==> src/rtl/rv32v_mem_deserializer_pkg.sv <==
// Shared types for the vector load-return path: element widths, lane count, deserializer states.
package rv32v_types_pkg;

  localparam int NUM_LANES = 2;

  typedef enum logic [1:0] {
    SEW8  = 2'd0,
    SEW16 = 2'd1,
    SEW32 = 2'd2
  } vsew_t;

  typedef enum logic [1:0] {
    IDLE    = 2'd0,
    COLLECT = 2'd1,
    WB      = 2'd2
  } deser_state_t;

  // A returned word cannot hold an element whose offset straddles its natural alignment.
  function automatic logic sew_misaligned(input vsew_t eew, input logic [1:0] boff);
    logic bad;
    bad = 1'b0;
    case (eew)
      SEW16:   bad = boff[0];
      SEW32:   bad = (boff != 2'd0);
      default: bad = 1'b0;
    endcase
    return bad;
  endfunction

endpackage

==> src/rtl/rv32v_mem_deserializer_if.sv <==
// Uop issue, LSC response and writeback signals of the vector load deserializer.
interface rv32v_mem_deserializer_if #(
  parameter int NUM_LANES = 2,
  parameter int WORD_W    = 32
);
  import rv32v_types_pkg::*;

  localparam int LANE_W = $clog2(NUM_LANES);

  logic                          start;
  logic                          vmemdren;
  logic [4:0]                    vuop_num;
  logic                          vuop_last;
  vsew_t                         veew;
  logic [NUM_LANES-1:0]          vlane_mask;
  logic                          busy;
  logic                          lsc_rvalid;
  logic [LANE_W-1:0]             lsc_rlane;
  logic [WORD_W-1:0]             lsc_rdata;
  logic [1:0]                    lsc_boff;
  logic                          flush;
  logic                          wb_valid;
  logic                          wb_ready;
  logic [NUM_LANES*WORD_W-1:0]   wb_data;
  logic [NUM_LANES-1:0]          wb_mask;
  logic [4:0]                    wb_uop_num;
  logic                          wb_last;
  logic                          err;

  modport master (
    output start, vmemdren, vuop_num, vuop_last, veew, vlane_mask,
    output lsc_rvalid, lsc_rlane, lsc_rdata, lsc_boff, flush, wb_ready,
    input  busy, wb_valid, wb_data, wb_mask, wb_uop_num, wb_last, err
  );

  modport slave (
    input  start, vmemdren, vuop_num, vuop_last, veew, vlane_mask,
    input  lsc_rvalid, lsc_rlane, lsc_rdata, lsc_boff, flush, wb_ready,
    output busy, wb_valid, wb_data, wb_mask, wb_uop_num, wb_last, err
  );

endinterface

==> src/rtl/rv32v_load_extract.sv <==
// Combinational element extraction from an aligned load word with zero extension to 32 bits.
module rv32v_load_extract (
  input  logic [31:0]            rdata,
  input  logic [1:0]             boff,
  input  rv32v_types_pkg::vsew_t veew,
  output logic [31:0]            ext
);
  import rv32v_types_pkg::*;

  always_comb begin
    ext = rdata;
    case (veew)
      SEW8:    ext = {24'd0, rdata[{boff, 3'b000} +: 8]};
      SEW16:   ext = {16'd0, rdata[{boff[1], 4'b0000} +: 16]};
      default: ext = rdata;
    endcase
  end

endmodule

==> src/rtl/rv32v_mem_deserializer.sv <==
// Collects per-lane load responses for one vector uop and emits a packed writeback beat.
// Optional protocol checking is enabled with the RV32V_DESER_ERRCHK_EN macro.
module rv32v_mem_deserializer #(
  parameter int NUM_LANES = rv32v_types_pkg::NUM_LANES,
  parameter int WORD_W    = 32
) (
  input logic                    CLK,
  input logic                    RST,
  rv32v_mem_deserializer_if.slave bus
);
  import rv32v_types_pkg::*;

  deser_state_t                state_q;
  deser_state_t                state_d;
  logic [NUM_LANES-1:0]        done_q;
  logic [NUM_LANES-1:0]        done_d;
  logic [NUM_LANES-1:0]        mask_q;
  logic [NUM_LANES*WORD_W-1:0] data_q;
  logic [4:0]                  uop_num_q;
  logic                        last_q;
  vsew_t                       eew_q;
  logic [31:0]                 ext_word;
  logic [NUM_LANES-1:0]        resp_onehot;
  logic                        resp_take;
  logic                        accept_start;

  rv32v_load_extract u_extract (
    .rdata (bus.lsc_rdata),
    .boff  (bus.lsc_boff),
    .veew  (eew_q),
    .ext   (ext_word)
  );

  always_comb begin
    resp_onehot = '0;
    if (bus.lsc_rvalid) resp_onehot[bus.lsc_rlane] = 1'b1;
  end

  // Only the first response for an active lane of the current uop is kept.
  assign resp_take = (state_q == COLLECT) && bus.lsc_rvalid &&
                     !done_q[bus.lsc_rlane] && !bus.flush;
  assign done_d    = done_q | (resp_onehot & {NUM_LANES{resp_take}});

  always_ff @(posedge CLK or posedge RST) begin
    if (RST) state_q <= IDLE;
    else     state_q <= state_d;
  end

  always_comb begin
    state_d      = state_q;
    accept_start = 1'b0;
    if (bus.flush) begin
      state_d = IDLE;
    end else begin
      case (state_q)
        IDLE: begin
          if (bus.start && bus.vmemdren) begin
            state_d      = COLLECT;
            accept_start = 1'b1;
          end
        end
        COLLECT: begin
          if (&done_d) state_d = WB;
        end
        WB: begin
          if (bus.wb_ready) begin
            if (bus.start && bus.vmemdren) begin
              state_d      = COLLECT;
              accept_start = 1'b1;
            end else begin
              state_d = IDLE;
            end
          end
        end
        default: state_d = IDLE;
      endcase
    end
  end

  // Uop context and lane data; masked lanes start pre-completed with zero data.
  always_ff @(posedge CLK or posedge RST) begin
    if (RST) begin
      done_q    <= '0;
      mask_q    <= '0;
      data_q    <= '0;
      uop_num_q <= '0;
      last_q    <= 1'b0;
      eew_q     <= SEW8;
    end else if (bus.flush) begin
      done_q <= '0;
    end else if (accept_start) begin
      done_q    <= ~bus.vlane_mask;
      mask_q    <= bus.vlane_mask;
      data_q    <= '0;
      uop_num_q <= bus.vuop_num;
      last_q    <= bus.vuop_last;
      eew_q     <= bus.veew;
    end else if (resp_take) begin
      done_q                                  <= done_d;
      data_q[bus.lsc_rlane*WORD_W +: WORD_W] <= ext_word;
    end
  end

  assign bus.busy       = (state_q != IDLE);
  assign bus.wb_valid   = (state_q == WB);
  assign bus.wb_data    = data_q;
  assign bus.wb_mask    = mask_q;
  assign bus.wb_uop_num = uop_num_q;
  assign bus.wb_last    = last_q;

`ifdef RV32V_DESER_ERRCHK_EN
  logic err_q;
  logic err_hit;

  always_comb begin
    err_hit = 1'b0;
    if (bus.lsc_rvalid) begin
      if ((state_q != COLLECT) || done_q[bus.lsc_rlane]) err_hit = 1'b1;
      if (sew_misaligned(eew_q, bus.lsc_boff))           err_hit = 1'b1;
    end
  end

  always_ff @(posedge CLK or posedge RST) begin
    if (RST)          err_q <= 1'b0;
    else if (err_hit) err_q <= 1'b1;
  end

  assign bus.err = err_q;
`else
  assign bus.err = 1'b0;
`endif

endmodule

==> src/flat_wrapper.sv <==
// flat-port wrapper written by rule: the top's interface ports become plain ports
module rv32v_mem_deserializer_flat import rv32v_types_pkg::*;
#(
  parameter int NUM_LANES = rv32v_types_pkg::NUM_LANES,
  parameter int WORD_W    = 32
)
  (CLK, RST, bus_start, bus_vmemdren, bus_vuop_num, bus_vuop_last, bus_veew, bus_vlane_mask, bus_lsc_rvalid, bus_lsc_rlane, bus_lsc_rdata, bus_lsc_boff, bus_flush, bus_wb_ready, bus_busy, bus_wb_valid, bus_wb_data, bus_wb_mask, bus_wb_uop_num, bus_wb_last, bus_err);
  rv32v_mem_deserializer_if #(.NUM_LANES(NUM_LANES), .WORD_W(WORD_W)) bus_i ();
  input logic CLK;
  input logic RST;
  input wire logic [$bits(bus_i.start)-1:0] bus_start;
  input wire logic [$bits(bus_i.vmemdren)-1:0] bus_vmemdren;
  input wire logic [$bits(bus_i.vuop_num)-1:0] bus_vuop_num;
  input wire logic [$bits(bus_i.vuop_last)-1:0] bus_vuop_last;
  input wire logic [$bits(bus_i.veew)-1:0] bus_veew;
  input wire logic [$bits(bus_i.vlane_mask)-1:0] bus_vlane_mask;
  input wire logic [$bits(bus_i.lsc_rvalid)-1:0] bus_lsc_rvalid;
  input wire logic [$bits(bus_i.lsc_rlane)-1:0] bus_lsc_rlane;
  input wire logic [$bits(bus_i.lsc_rdata)-1:0] bus_lsc_rdata;
  input wire logic [$bits(bus_i.lsc_boff)-1:0] bus_lsc_boff;
  input wire logic [$bits(bus_i.flush)-1:0] bus_flush;
  input wire logic [$bits(bus_i.wb_ready)-1:0] bus_wb_ready;
  output wire logic [$bits(bus_i.busy)-1:0] bus_busy;
  output wire logic [$bits(bus_i.wb_valid)-1:0] bus_wb_valid;
  output wire logic [$bits(bus_i.wb_data)-1:0] bus_wb_data;
  output wire logic [$bits(bus_i.wb_mask)-1:0] bus_wb_mask;
  output wire logic [$bits(bus_i.wb_uop_num)-1:0] bus_wb_uop_num;
  output wire logic [$bits(bus_i.wb_last)-1:0] bus_wb_last;
  output wire logic [$bits(bus_i.err)-1:0] bus_err;
  assign bus_i.start = bus_start;
  assign bus_i.vmemdren = bus_vmemdren;
  assign bus_i.vuop_num = bus_vuop_num;
  assign bus_i.vuop_last = bus_vuop_last;
  assign bus_i.veew = bus_veew;
  assign bus_i.vlane_mask = bus_vlane_mask;
  assign bus_i.lsc_rvalid = bus_lsc_rvalid;
  assign bus_i.lsc_rlane = bus_lsc_rlane;
  assign bus_i.lsc_rdata = bus_lsc_rdata;
  assign bus_i.lsc_boff = bus_lsc_boff;
  assign bus_i.flush = bus_flush;
  assign bus_i.wb_ready = bus_wb_ready;
  assign bus_busy = bus_i.busy;
  assign bus_wb_valid = bus_i.wb_valid;
  assign bus_wb_data = bus_i.wb_data;
  assign bus_wb_mask = bus_i.wb_mask;
  assign bus_wb_uop_num = bus_i.wb_uop_num;
  assign bus_wb_last = bus_i.wb_last;
  assign bus_err = bus_i.err;
  rv32v_mem_deserializer #(.NUM_LANES(NUM_LANES), .WORD_W(WORD_W)) u_core (.CLK(CLK), .RST(RST), .bus(bus_i));
endmodule
==> config.mk <==
export PLATFORM = sky130hd
export DESIGN_NAME = rv32v_mem_deserializer_flat
export DESIGN_NICKNAME = d
export VERILOG_FILES = /design/src/rtl/rv32v_mem_deserializer_pkg.sv /design/src/rtl/rv32v_mem_deserializer_if.sv /design/src/rtl/rv32v_load_extract.sv /design/src/rtl/rv32v_mem_deserializer.sv /design/src/flat_wrapper.sv
export SDC_FILE = /design/constraint.sdc
export NUM_CORES = 1
export LEC_CHECK = 0
export BUFFER_PORTS_ARGS = -buffer_cell sky130_fd_sc_hd__buf_4
export CAP_MARGIN = 10
export CORE_MARGIN = 5
export CORE_UTILIZATION = 45
export DETAILED_ROUTE_END_ITERATION = 16
export GPL_TIMING_DRIVEN = 0
export PLACE_DENSITY = 0.78
export SYNTH_ARGS = -nofsm -noshare
export SYNTH_HDL_FRONTEND = slang
export SYNTH_SLANG_ARGS = --single-unit
==> constraint.sdc <==
create_clock -name CLK -period 2.49 [get_ports CLK]
set_input_delay 0.249 -clock CLK [delete_from_list [all_inputs] [get_ports CLK]]
set_output_delay 0.249 -clock CLK [all_outputs]
set_load 0.02 [all_outputs]
* Word-level counts from Yosys, hierarchy flattened
Index checks and enable logic that the tools add are counted.
** Storage, ports and cells
- Word-level logic and storage cells :: 62
- Bits in registers :: 78
- Bits of input ports :: 52
- Output and inout bits :: 75
** Cells by class
- Add/sub/neg operators :: 1
- Equality and inequality tests :: 6
- Shifts and indexed selects :: 4
- Bitwise operators :: 4
- $lt $le $gt $ge :: 2
- Reduce and logical (&&, ||, !) cells :: 16
- Mux-type cells :: 22
** Operators with widths (count)
- $mux W64 :: 2
- $bwmux W64 :: 1
- $pmux W32 S2 :: 1
- $shift A32 B34 Y64 const A :: 1
- $shiftx A32 B34 Y64 :: 1
- $neg A6 Y34 :: 1
- $shiftx A32 B6 Y16 :: 1
- $shiftx A32 B6 Y8 :: 1
- $mux W2 :: 8
- $mux W1 :: 7
- $ne A3 B3 Y1 const B :: 2
- $pmux W2 S3 :: 1
- $reduce_and A2 Y1 :: 3
- $logic_and A1 B1 Y1 :: 5
- $eq A2 B1 Y1 const B :: 2
- $logic_not A2 Y1 :: 2
- $reduce_bool A2 Y1 :: 2
- $ne A3 B2 Y1 const B :: 1
- $reduce_and A3 Y1 :: 1
- $reduce_bool A3 Y1 :: 1
- $and A2 B2 Y2 :: 1
- $eq A2 B2 Y1 const B :: 1
- $logic_not A1 Y1 :: 2
- $lt A1 B2 Y1 const B :: 1
- 6 further kinds :: 6

* Depth between registers and ports, before layout
Gate-level depths: netlist of run 1.
- Word-level depth :: 11
- Gate-level depth with buffers :: 7
- Depth with buffers taken out :: 4

* Hierarchy
A second synthesis of run 1 with hierarchy kept.
** Second synthesis, totals
- Cell total of the unflattened synthesis :: 270
- Area total of the unflattened synthesis :: 3463.3 µm²
** By module, submodules not included
- rv32v_mem_deserializer :: cells an instance 197, sequential area each 1951.9 µm², area each 2931.6 µm², instances 1
- rv32v_load_extract :: cells an instance 73, sequential area each 0.0 µm², area each 531.8 µm², instances 1

* Worst setup path before layout of run 1
Ideal clock, no wire load.
- Kind :: reg2reg
- Start :: reg u_core.state_q[0]
- End :: reg u_core.data_q[48], in the netlist u_core.bus.wb_data[48]
- Path slack :: 875 ps
- Arrival time :: 1494 ps
- Library setup time :: 121 ps
- Stages on the path, launching flop included :: 8
- Required time :: 2369 ps
- Buffers on the path :: 3
- Cells stage by stage :: dfrtp_1 > and4bb_4 > and3b_1 > buf_6 > and2_1 > buf_6 > buf_6 > a22o_1
** Between the ends
- Longest elaborated chain between the ends :: 6
- Elaborated cells on any way between the ends :: 11
** RTL lines
- from (decl) :: RTL line rv32v_mem_deserializer.sv:13 : deser_state_t state_q;
- from (signal assigned) :: RTL line rv32v_mem_deserializer.sv:46 : else state_q <= state_d;
- branches (longest 6 deep; another with $eq A2 B2 Y1)
- to (signal, indexed assignment) :: RTL line rv32v_mem_deserializer.sv:100 : data_q[bus.lsc_rlane*WORD_W +: WORD_W] <= ext_word;
- to (decl) :: RTL line rv32v_mem_deserializer.sv:18 : logic [NUM_LANES*WORD_W-1:0] data_q;
Several ways; the timed one is not identified.
A chain may end at the register's enable or synchronous reset.

* Worst setup path in the final report of run 1
- Start :: reg u_core.eew_q[1]
- End :: reg u_core.data_q[7], in the netlist u_core.bus.wb_data[7]
** Between the ends
- Longest elaborated chain between the ends :: 6
- Elaborated cells on any way between the ends :: 7
** RTL lines
- from (decl) :: RTL line rv32v_mem_deserializer.sv:21 : vsew_t eew_q;
- from (signal assigned) :: RTL line rv32v_mem_deserializer.sv:97 : eew_q <= bus.veew;
- $eq A2 B1 Y1 / $logic_not A2 Y1 (equally long branches) :: RTL line rv32v_load_extract.sv:12 : case (veew)
- $pmux W32 S2 * :: RTL line rv32v_load_extract.sv:12
- $shiftx A32 B34 Y64 * :: RTL line rv32v_mem_deserializer.sv:100
- $bwmux W64 * :: RTL line rv32v_mem_deserializer.sv:100
- $mux W64 * :: RTL line rv32v_mem_deserializer.sv:98 : end else if (resp_take) begin
- $mux W64 * :: RTL line rv32v_mem_deserializer.sv:91 : end else if (accept_start) begin
Mark *: on every way between the ends. The rest lies on a longest branch, timed or not. The select of a mux whose other input is x is not followed.

==> run_results.csv, run 1 <==
group,metric,value,unit
grt,grt_antenna_before_repair,0,
clock_network,cts_buffer_depth,2,
grt,first_global_vias,2969,
floorplan,die_w,96.13,um
power_and_ir_drop,power,3.561,mW
sta,fin_crit_sh,0.7637,
sta,fmax,525.9,MHz
detailed_routing,antenna_left,0,
setup_path,critPathMaxStageDelay,380,ps
placement,gp_congestion,0.8238,
cells_and_area,n_fill_cell,582,
detailed_routing,remaining_drc_errors,0,
run_status,outcome,"finished clean",
setup_path,crit_slowest_cell,"clkbuf_1",
grt,track_usage,0.2267,
synthesis,synth.avg_cell_area,12.01,um^2
placement,dp_hpwl,7445,um
sta,period_minus_slack,1902,ps
min_path,hold_class,"in2reg",
synthesis,yosysSeqAreaShare,0.5847,
cells_and_area,area_delta_synth_final,41.12,%
cells_and_area,drive_gt1_frac,0.3919,
clock_network,cts_resized,0,
floorplan,fp.coreArea,7253,um^2
sta,fin_skew,6.062,ps
cells_and_area,antennaDiodeCount,0,
placement,port-buffer-count,125,
grt,grt_max_degree,46,
synthesis,synth_ff_type,"dfrtp_1",
cells_and_area,layout.cells.most_common_list,"126 x buf_4, 78 x dfrtp_1, 42 x a22o_1, 19 x nor2_1, 16 x nor3_1",
clock_network,postCtsSetupBuffers,0,
synthesis,ys_ff_latch,78,
setup_path,path_class,"reg2reg",
cells_and_area,nNetsFinal,468,
sta,slew_viol_final,0,
min_path,worstHoldStart,"bus_vlane_mask[0]",
detailed_routing,via_per_inst,5.552,
power_and_ir_drop,p_leak,2.382,nW
clock_network,cts_inserted_buffers,9,
detailed_routing,wirelength,10030,um
detailed_routing,via_count,2887,
setup_path,cp-end-kind,"register",
floorplan,ioPinCount,127,
setup_path,crit_chain,"clkbuf_1 -> nor3b_2 -> clkbuf_1 -> a21oi_1 -> a22oi_1 -> a22o_1",
setup_path,cp_data_required_time,2770,ps
power_and_ir_drop,power.density,756.0,nW/um^2
setup_path,cp-startpoint,"u_core.eew_q[1]",
sta,setup_viol,0,
setup_path,worst-path-max-fanout,10,
clock_network,ctsHoldBuffers,1,
cells_and_area,multiInputGateArea,1254,um^2
synthesis,yosys_warnings,0,
setup_path,worstReg2RegStart,"u_core.eew_q[1]",
sta,relSlewSlack,0.6037,
setup_path,crit_top_cell,"clkbuf_1",
run,drv_cap,0,
detailed_routing,drt_first_pass_iters,4,
synthesis,synth_cell_type_count,40,
clock_network,cts_tree,"built",
floorplan,rows,31,
sta,hold_violations,0,
sta,rsz0062_at_grt,"false",
sta,hold_slack,103.9,ps
floorplan,initial_core_util,0.4602,
cells_and_area,layout_commonest_cell,"buf_4",
cells_and_area,regArea,1952,um^2
synthesis,synth_cells,278,
clock_network,clkSinkCount,78,
synthesis,synthArstFlopShare,1.000,
floorplan,die_y,96.13,um
clock_network,cts-root-buf,"clkbuf_8",
floorplan,die_area,9241,um^2
synthesis,synth-edff-count,0,
clock_network,clk_latency,340,ps
sta,worst_slew_pin_slew,594.5,ps
synthesis,syn_nets,330,
detailed_routing,avgRoutedWirePerCell,19.29,um
grt,overflow,0,
setup_path,cp.arrival,2180,ps
setup_path,start_kind,"register",
synthesis,netlist_area,3338,um^2
clock_network,htreeDepth,3,
grt,grt_pass1_wl,15680,um
detailed_routing,initialDrtViolationCount,179,
clock_network,path_clk_slew,80,ps
power_and_ir_drop,vdd_drop_max,0.3577,mV
==> Yosys cell counts, drive strengths merged, types with 2 or more instances <==
| master | n | area (um^2) |
|---|---|---|
| a22o | 42 | 367.9 |
| a22oi | 3 | 22.52 |
| and2 | 2 | 12.51 |
| o2bb2ai | 2 | 17.52 |
| dfrtp | 78 | 1952 |
| buf | 14 | 91.34 |
| inv | 5 | 18.77 |
| nand3 | 2 | 10.01 |
| clkbuf | 6 | 22.52 |
| nor2 | 21 | 83.83 |
| a21oi | 9 | 45.04 |
| nor3b | 2 | 20.02 |
| nor3 | 16 | 80.08 |
| nand2 | 11 | 41.29 |
| nor2b | 3 | 18.77 |
| a32o | 12 | 120.1 |
| mux2i | 7 | 70.07 |
| mux2 | 9 | 101.4 |
| nand2b | 10 | 62.56 |
| o21ai | 10 | 50.05 |
==> power by group <==
group          switching (mW)  total [mW]  internal (mW)
combinational           0.454       0.814          0.359
sequential             0.0875        1.49           1.40
clock                   0.463        1.26          0.799
==> flip-flops by register name, indices dropped and copies added, names as in the netlist <==
name and flops:
u_core.bus.wb_data 64, u_core.bus.wb_last 1, u_core.bus.wb_mask 2, u_core.bus.wb_uop_num 5, u_core.done_q 2, u_core.eew_q 2, u_core.state_q 2
==> metrics by stage <==
stage            util  area (um^2)  worst slack (ps)  setup TNS [ps]  instances
4_1_cts        0.6495         4711             564.3               0        520
5_1_grt        0.6495         4711             355.7               0        520
3_3_place_gp   0.6067         4400            -614.2          -47720        502
3_5_place_dp   0.6108         4431             604.0               0        503
2_1_floorplan       -         3338             246.0               0        278
6_report       0.6495         4711             588.4               0        520
==> metal layers <==
layer / global-route usage / wire, um / part of all wire / vias up
li1: - / - / - / 1309
met1: 0.3082 / 4535 / 0.45 / 1461
met2: 0.3669 / 4702 / 0.47 / 104
met3: 0.04222 / 643 / 0.064 / 13
met4: 0.07109 / 149 / 0.015 / 0
met5: 0 / 0 / 0 / -
==> path summary, 6_finish.rpt <==
path / end / slack [ps] / cells past startpoint
setup / recovery: u_core.bus.wb_data[7] / 590 / 6
min in group asynchronous: u_core.bus.wb_data[30] / 470 / 3
hold reg to reg: u_core.bus.wb_uop_num[2] / 490 / 1
setup reg to reg: u_core.bus.wb_data[7] / 590 / 6
max in group asynchronous: u_core.bus.wb_data[45] / 1450 / 4
hold / removal: u_core.done_q[0] / 100 / 2
==> cell type report <==
cell class | count | share of cell area
sequential | 78 | 0.4143
multi-input combinational | 175 | 0.2661
timing repair buffer | 127 | 0.2072
clock buffer | 11 | 0.03001
clock inverter | 5 | 0.02736
tap | 99 | 0.02629
buffer | 20 | 0.02417
inverter | 5 | 0.004515
==> worst max-delay path: cells and delay by family, from the launching register on <==
kind,cells,cell delay [ps]
buf+inv,2,560
compound gates,3,550
simple gates,1,360
flops,1,360
==> cells by family after synthesis <==
kind of cell,after synthesis,share of synthesized area
compound gates,84,0.2017
flops,78,0.5847
simple gates,73,0.1147
buf+inv,25,0.03973
mux,17,0.05810
other cells,1,0.001123
No activity file was read; power rests on OpenSTA's default activity.
==> run 2, diff against run 1 <==
Settings changed: CORE_UTILIZATION 45 to 44, PLACE_DENSITY 0.78 to 0.8.
Clock period 2.49 ns to 1.5 ns, I/O delays scaled along.
==> run_results.csv, run 2 (synthesized netlist as in run 1, its figures left out) <==
group,metric,value,unit
run_status,outcome,"finished, violations left",
run_status,violations,"negative setup slack",
floorplan,ioPinCount,127,
setup_path,cp.arrival,1840,ps
setup_path,critPathMaxStageDelay,400,ps
setup_path,worstReg2RegStart,"u_core.state_q[1]",
detailed_routing,wirelength,10690,um
setup_path,cp_data_required_time,1740,ps
min_path,hold_class,"in2reg",
clock_network,clk_latency,350,ps
power_and_ir_drop,p_leak,2.585,nW
sta,worst_slew_pin_slew,790.4,ps
run,drv_cap,0,
detailed_routing,initialDrtViolationCount,162,
floorplan,initial_core_util,0.4554,
cells_and_area,layout_commonest_cell,"buf_4",
floorplan,die_area,9428,um^2
grt,track_usage,0.2200,
setup_path,r2r-end,"u_core.bus.wb_data[39]",
min_path,worstHoldStart,"bus_vuop_last",
sta,period_minus_slack,1602,ps
setup_path,worst-path-max-fanout,10,
cells_and_area,final_cells,540,
clock_network,clkSinkCount,78,
setup_path,start_kind,"register",
cells_and_area,drive_gt1_frac,0.4739,
floorplan,die_w,97.10,um
sta,slew_viol_final,0,
setup_path,crit_chain,"and4bb_4 -> and3b_2 -> nor2_4 -> buf_8 -> a22o_1",
floorplan,rows,31,
cells_and_area,nNetsFinal,488,
power_and_ir_drop,vdd_drop_max,0.6707,mV
placement,dp_hpwl,7326,um
sta,tns,-3393,ps
placement,gp_congestion,0.8677,
sta,fin_skew,10.88,ps
sta,fmax,624.2,MHz
clock_network,cts_inserted_buffers,9,
placement,port-buffer-count,125,
floorplan,die_y,97.10,um
grt,overflow,0,
grt,grt_antenna_before_repair,0,
cells_and_area,antennaDiodeCount,0,
setup_path,cp-end-kind,"register",
power_and_ir_drop,power.density,1192,nW/um^2
floorplan,fp.coreArea,7331,um^2
grt,grt_pass1_wl,16390,um
min_path,hold_end,"u_core.bus.wb_last",
sta,hold_violations,0,
cells_and_area,largest_register_ff_count,64,
sta,fin_crit_sh,1.068,
detailed_routing,drt_first_pass_iters,4,
setup_path,path_class,"reg2reg",
detailed_routing,via_per_inst,5.524,
sta,rsz0062_at_grt,"true",
detailed_routing,remaining_drc_errors,0,
clock_network,cts_tree,"built",
setup_path,rrSetupSlack,-100,ps
power_and_ir_drop,power,6.094,mW
min_path,hold-path-cell-count,2,
sta,setup_viol,63,
cells_and_area,layout.cells.most_common_list,"144 x buf_4, 77 x dfrtp_1, 42 x a22o_1, 19 x nor2_1, 15 x nor3_1",
clock_network,htreeDepth,3,
cells_and_area,area_delta_synth_final,53.15,%
setup_path,rr_worst_depth,5,
detailed_routing,via_count,2983,
grt,first_global_vias,3118,
sta,relSlewSlack,0.4719,
grt,grt_max_degree,43,
clock_network,cts-root-buf,"clkbuf_8",
placement,dpl.cell_count,503,
clock_network,path_clk_slew,80,ps
detailed_routing,avgRoutedWirePerCell,19.79,um
sta,layout_setup_ws,-102.1,ps
clock_network,cts_buffer_depth,2,
setup_path,crit_slowest_cell,"dfrtp_1",
detailed_routing,antenna_left,0,
[run 2: timing repair]
item                       in CTS  in global routing
gates resized for setup        28                 28
pin swaps                       3                 18
hold endpoints to repair       39                  0
hold buffers                    4                  0
cloned                          2                  2
setup buffers                  15                  5
setup endpoints to repair      74                 75
[run 2: where the power goes]
part / internal, mW / switching [mW]
sequential: 2.32 / 0.165
combinational: 0.719 / 0.798
clock: 1.32 / 0.773
total: 4.36 / 1.74
[run 2: worst max-delay path: cells and delay by family, from the launching register on]
kind | cells | cell delay [ps]
compound gates | 1 | 230
buf+inv | 1 | 170
flops | 1 | 400
simple gates | 3 | 700
[run 2: worst max-delay path by stage]
stage,start,to,cells past startpoint
after global routing,u_core.state_q[1],u_core.bus.wb_data[52],6
final,u_core.state_q[1],u_core.bus.wb_data[39],5
after detailed placement,u_core.eew_q[1],u_core.bus.wb_data[0],5
after global placement,u_core.state_q[1],u_core.bus.wb_data[23],5
after CTS,u_core.state_q[1],u_core.bus.wb_data[55],7
after floorplan,u_core.state_q[0],u_core.bus.wb_data[48],7
[run 2: layer usage]
metal  GRT usage  share of wire  vias to the layer above
met1      0.2770           0.40                     1465
met4     0.08639          0.020                        0
met3     0.06892          0.095                       18
met5           0              0                        -
met2      0.3535           0.48                      148
li1            -              -                     1352
[run 2: area by class of cell]
type                            instances  area (um^2)
Clock inverter                          6        132.6
Multi-Input combinational cell        175         1340
Buffer                                 14        160.2
Tap cell                               99        123.9
Timing Repair Buffer                  153         1242
Clock buffer                           10        137.6
Fill cell                             527         2218
Inverter                                5        22.52
Sequential cell                        78         1953
[run 2: per-stage QoR]
stage / area, um^2 / setup slack, ps / hold slack [ps] / util
floorplan: 3372 / -78.89 / 216.8 / -
global placement: 4434 / -364.3 / 351.8 / 0.6049
detailed placement: 4454 / -372.9 / 339.0 / 0.6076
CTS: 5006 / -121.2 / 10.33 / 0.6829
global route: 5112 / -149.4 / 22.00 / 0.6974
finish: 5112 / -102.1 / 21.32 / 0.6974
